<file path="src/rtl/ram_t0_arbiter_pkg.sv">
// ============================================================================
// Module      : ram_t0_arbiter_pkg
// Description : Shared types and constants for the two-requester RAM arbiter
//               (FSM state enum, grant enum, default burst length).
// Revision    : 1.0 - initial release
// ============================================================================
`default_nettype none

`ifndef ADDR_SIZE
`define ADDR_SIZE 8
`endif
`ifndef DATA_WIDTH
`define DATA_WIDTH 8
`endif

package ram_t0_arbiter_pkg;

    // Arbiter FSM: idle/arbitrating, write burst, read burst
    typedef enum logic [1:0] {
        IDLE = 2'd0,
        WR   = 2'd1,
        RD   = 2'd2
    } state_t;

    // Identity of the requester that owned the most recent burst
    typedef enum logic {
        GNT_WR = 1'b0,
        GNT_RD = 1'b1
    } grant_t;

    localparam int c_max_burst_default = 16;

endpackage : ram_t0_arbiter_pkg

`default_nettype wire

</file>
<file path="src/rtl/ram_t0_arbiter.sv">
// ============================================================================
// Module      : ram_t0_arbiter
// Description : Arbitrates one write and one read requester onto a single-port
//               RAM with 1-cycle read latency. A requester keeps the port for
//               up to MAX_BURST consecutive beats; the burst ends early when
//               its valid drops. Config macro RAM_ARB_RR_EN: round-robin on
//               contention in IDLE; undefined: write has fixed priority.
// Revision    : 1.0 - initial release
// ============================================================================
`default_nettype none

`ifndef ADDR_SIZE
`define ADDR_SIZE 8
`endif
`ifndef DATA_WIDTH
`define DATA_WIDTH 8
`endif

module ram_t0_arbiter
    import ram_t0_arbiter_pkg::*;
#(
    parameter int ADDR_SIZE  = `ADDR_SIZE,
    parameter int DATA_WIDTH = `DATA_WIDTH,
    parameter int MAX_BURST  = c_max_burst_default
) (
    input  logic                  clka,
    input  logic                  rsta,
    input  logic                  wr_valid,
    output logic                  wr_ready,
    input  logic [ADDR_SIZE-1:0]  wr_addr,
    input  logic [DATA_WIDTH-1:0] wr_data,
    input  logic                  rd_valid,
    output logic                  rd_ready,
    input  logic [ADDR_SIZE-1:0]  rd_addr,
    output logic                  rsp_valid,
    output logic [DATA_WIDTH-1:0] rsp_data,
    output logic                  ram_ena,
    output logic                  ram_wea,
    output logic [ADDR_SIZE-1:0]  ram_addra,
    output logic [DATA_WIDTH-1:0] ram_dina,
    input  logic [DATA_WIDTH-1:0] ram_douta
);

    localparam logic [7:0] C_MAX = 8'(MAX_BURST);

    state_t     state_q,      state_d;
    logic [7:0] beat_q,       beat_d;
    grant_t     last_grant_q, last_grant_d;
    logic       rsp_valid_q,  rsp_valid_d;

    logic       w_both_pick_wr;
    logic       w_do_wr;
    logic       w_do_rd;
    logic [7:0] w_next_beat;

    // Contention policy in IDLE: alternate owners, or write always first
`ifdef RAM_ARB_RR_EN
    assign w_both_pick_wr = (last_grant_q == GNT_RD);
`else
    assign w_both_pick_wr = 1'b1;
`endif

    // Read data comes straight from the RAM; valid is masked during reset so a
    // read accepted just before reset never reports a response
    assign rsp_data  = ram_douta;
    assign rsp_valid = rsp_valid_q & ~rsta;

    // Arbitration, burst tracking and RAM port drive
    always_comb begin
        state_d      = state_q;
        beat_d       = beat_q;
        last_grant_d = last_grant_q;
        rsp_valid_d  = 1'b0;
        wr_ready     = 1'b0;
        rd_ready     = 1'b0;
        ram_ena      = 1'b0;
        ram_wea      = 1'b0;
        ram_addra    = wr_addr;
        ram_dina     = wr_data;
        w_do_wr      = 1'b0;
        w_do_rd      = 1'b0;
        w_next_beat  = beat_q + 8'd1;

        case (state_q)
            IDLE: begin
                w_next_beat = 8'd1;
                w_do_wr     = wr_valid & (~rd_valid | w_both_pick_wr);
                w_do_rd     = rd_valid & ~w_do_wr;
            end
            WR: begin
                w_do_wr = wr_valid;
                if (!wr_valid) begin
                    state_d      = IDLE;
                    beat_d       = 8'd0;
                    last_grant_d = GNT_WR;
                end
            end
            RD: begin
                w_do_rd = rd_valid;
                if (!rd_valid) begin
                    state_d      = IDLE;
                    beat_d       = 8'd0;
                    last_grant_d = GNT_RD;
                end
            end
            default: begin
                state_d = IDLE;
                beat_d  = 8'd0;
            end
        endcase

        if (w_do_wr) begin
            wr_ready  = 1'b1;
            ram_ena   = 1'b1;
            ram_wea   = 1'b1;
            ram_addra = wr_addr;
        end else if (w_do_rd) begin
            rd_ready    = 1'b1;
            ram_ena     = 1'b1;
            ram_addra   = rd_addr;
            rsp_valid_d = 1'b1;
        end

        // An accept either continues the burst or, at the limit, returns to
        // IDLE so the other requester gets a chance to arbitrate
        if (w_do_wr || w_do_rd) begin
            if (w_next_beat == C_MAX) begin
                state_d      = IDLE;
                beat_d       = 8'd0;
                last_grant_d = w_do_wr ? GNT_WR : GNT_RD;
            end else begin
                state_d = w_do_wr ? WR : RD;
                beat_d  = w_next_beat;
            end
        end

        // Nothing is issued or accepted while reset is held
        if (rsta) begin
            wr_ready    = 1'b0;
            rd_ready    = 1'b0;
            ram_ena     = 1'b0;
            ram_wea     = 1'b0;
            rsp_valid_d = 1'b0;
        end
    end

    // State, burst counter, last owner and response-valid registers
    always_ff @(posedge clka) begin
        if (rsta) begin
            state_q      <= IDLE;
            beat_q       <= 8'd0;
            last_grant_q <= GNT_RD;
            rsp_valid_q  <= 1'b0;
        end else begin
            state_q      <= state_d;
            beat_q       <= beat_d;
            last_grant_q <= last_grant_d;
            rsp_valid_q  <= rsp_valid_d;
        end
    end

endmodule : ram_t0_arbiter

`default_nettype wire

</file>
<file path="config.mk">
export PLATFORM = sky130hd
export DESIGN_NAME = ram_t0_arbiter
export DESIGN_NICKNAME = d
export VERILOG_FILES = /design/src/rtl/ram_t0_arbiter_pkg.sv /design/src/rtl/ram_t0_arbiter.sv
export SDC_FILE = /design/constraint.sdc
export NUM_CORES = 1
export LEC_CHECK = 0
export CAP_MARGIN = 20
export CORE_ASPECT_RATIO = 1.4
export CORE_MARGIN = 3
export CORE_UTILIZATION = 36
export DETAILED_ROUTE_END_ITERATION = 10
export MAX_ROUTING_LAYER = met4
export PLACE_DENSITY_LB_ADDON = 0.05
export SYNTH_ARGS = -nofsm -noshare
export SYNTH_HDL_FRONTEND = slang
export SYNTH_SLANG_ARGS = --single-unit
export TNS_END_PERCENT = 1
</file>
<file path="constraint.sdc">
create_clock -name clka -period 3 [get_ports clka]
set_input_delay 0.45 -clock clka [delete_from_list [all_inputs] [get_ports clka]]
set_output_delay 0.45 -clock clka [all_outputs]
set_load 0.01 [all_outputs]
</file>
==> metrics <==
largest net degree at the start of global routing 11; post-synthesis sequential area ratio 25.21%; Buf/Inv on CP 2; worst path arrival time 2340 ps; top-area cell type share of the netlist area 25.21%; syn avg cell area 8.647 sq um; detailed placer's ending HPWL 1.832 mm; number of flops mapped to enable cells by yosys 0; maximum VDD drop 128.9 uV; Logic pwr share 28.2%; Ant. Diodes 0; later-pin clock latency in the skew report 260 ps; final wirelength 2.249 mm; Seq pwr share 43.5%; DR WL/cell 16.06 um; H-tree levels 1; achievable frequency 359.0 MHz; area delta synth->final 27.51%; share of cells above drive strength 1 16.10%; Starting Density 38.78%; CTS Hold Buffers Added 0; Die Y 64.28 um; post-CTS setup buffer count 0; #FFs+latches synth 11; Final Slew Violations 0; clk sinks 11; TritonCTS buffer count 3; Yosys top cell by area dfxtp_1; CTS tree built; Post-Synthesis Cells 101; via/cell ratio 5.636; final-stage net count 156; DRC violations left 0; synth top area cells dfxtp_1 25%, buf_4 15%, mux2_2 10%; Pwr Density 319.5 nW/um^2; switching pwr 0.09151 mW; Congestion Overflow GR 0; worst slack at placement 210.2 ps; min cycle time layout 2785 ps; critical path endpoint category primary output; top_reg_cell synth dfxtp_1; die width 47.63 um; Worst Skew 1.908 ps; global-route wire length before repair 3.746 mm; max-cap violation count 0; Cell Chain, Critical Path clkdlybuf4s50_1 -> nand2b_1 -> nand2b_1 -> mux2_2 -> clkdlybuf4s50_1; Int Power 0.2642 mW; # resized after CTS 0; flop2flop setup slack 1390 ps; Final Wtd Congestion 0.8145; Pleak 0.4001 nW; clock root cell clkbuf_4; Syn Std Cell Area 873.3 sq um; crit-path max FO 10; vias in the first global route 813; HP Class reg2reg; critical path type in2out; Worst path top cell family by delay buffers and inverters; period utilisation layout 92.84%; status finished, final reports clean; FFs w/ async S/R, synth 0%; Core Rows 20; setup ws final 214.8 ps; TritonRoute pass-1 iters 4; Finish-stage setup viols 0; port bufs 32; clock slew at reported path FFs 70 ps; Synth Warn # 0; Boundary Pins 65; total number of vias 789; Worst path slowest cell clkdlybuf4s50_1; max incr delay on CP 490 ps; Final Cell Area 1114 sq um; Unique masters post-synth 37; Slew HR 63.37%; initial antenna violation count 0; Final Hold Fails 0; Mapped Nets 138; Area after DPL 1087 sq um; Least-Margin Pin Slew 546.2 ps; critical path required time 2550 ps; Clk pwr share 28.3%; Sum Neg Setup Slack 0 ps; core area 2252 sq um; Routed Antenna Nets 0; die area 3061 sq um; RSZ-0062 raised after global routing no; initial drt markers 17; Worst setup SP type input port; GR Util All Layers 17.32%; Clock Path Buffers 2; Switching Fraction 25.73%
[worst register-to-register path: stages (launching register included)]
cell and delay (ps):
dfxtp_1 440, ha_1 260, nand3_1 170, nor3_1 270, nor2_1 110, a311oi_1 260
[synth_stat cells (all sizes together) (2+ instances only)]
cell type  instances
and4               2
mux2i              3
nand2b             4
nand3              2
dfxtp             11
buf               19
nand2              5
nand3b             4
a21oi              9
o21ai              3
xnor2              3
a211oi             2
a311oi             2
nor2               6
mux2               8
[layer usage]
layer | global-route usage, % | wire length, um
met1 | 19.22 | 865
met2 | 28.36 | 1244
met3 | 4.225 | 95
met4 | 7.071 | 44
met5 | - | 0
[worst paths after layout]
path	to	from	depth (start not counted)
hold / removal	beat_q[7]$_SDFFE_PP0P_	beat_q[7]$_SDFFE_PP0P_	1
hold reg to reg	beat_q[7]$_SDFFE_PP0P_	beat_q[7]$_SDFFE_PP0P_	1
setup / recovery	ram_addra[0]	rd_valid	5
setup reg to reg	state_q[1]$_SDFFE_PP0P_	beat_q[0]$_SDFFE_PP0P_	5
[cell families (layout without fill, tap and decap cells)]
kind of cell | Yosys count | count (layout) | synth area share [%]
AOI/OAI and AO/OA | 21 | 21 | 16.05
buffers and inverters | 21 | 38 | 16.62
and+or+nand+nor | 32 | 32 | 22.92
DFF | 11 | 11 | 25.21
xor gates and xnor gates | 4 | 4 | 4.012
adders and majority gates | 1 | 1 | 1.432
muxes | 11 | 11 | 13.75
[registers in the layout, summed over array words and instances (netlist names)]
register and cells:
rsp_valid_q 1, state_q 2, beat_q 8
[power groups by stage]
stage                     combinational (mW)  sequential (mW)  clock [mW]
final                                  0.100            0.155       0.101
after global routing                   0.108            0.156       0.117
after CTS                              0.102            0.155       0.106
after detailed placement               0.101            0.158           0
after global placement                 0.101            0.158           0
after floorplan                       0.0665            0.157           0
[cell type report]
cell class	instances	area, sq um
tap	22	27.53
sequential	11	220.2
fill	220	1139
clock buffer	4	26.28
inverter	1	3.754
timing repair buffer	33	327.8
multi-input combinational	69	508.0
[layout by cell type (no fill, tap or decap), types with 3 or more instances in the layout]
cell              n
clkdlybuf4s50_1  32
dfxtp_1          11
a21oi_1           9
mux2_2            8
nor2_1            6
nand2_1           5
nand3b_1          4
nand2b_1          3
xnor2_1           3
mux2i_1           3
o21ai_0           3
clkbuf_4          3
[stage by stage]
step | hold WS (ps) | util [%] | cells | total power [mW]
6_report | 510.3 | 49.44 | 140 | 0.3557
5_1_grt | 522.6 | 49.44 | 140 | 0.3808
4_1_cts | 517.3 | 49.44 | 140 | 0.3627
3_5_place_dp | 507.5 | 48.28 | 136 | 0.2589
3_3_place_gp | 497.2 | 48.28 | 136 | 0.2591
2_1_floorplan | 478.8 | - | 101 | 0.2232
Power figures use the tool's default switching activity.
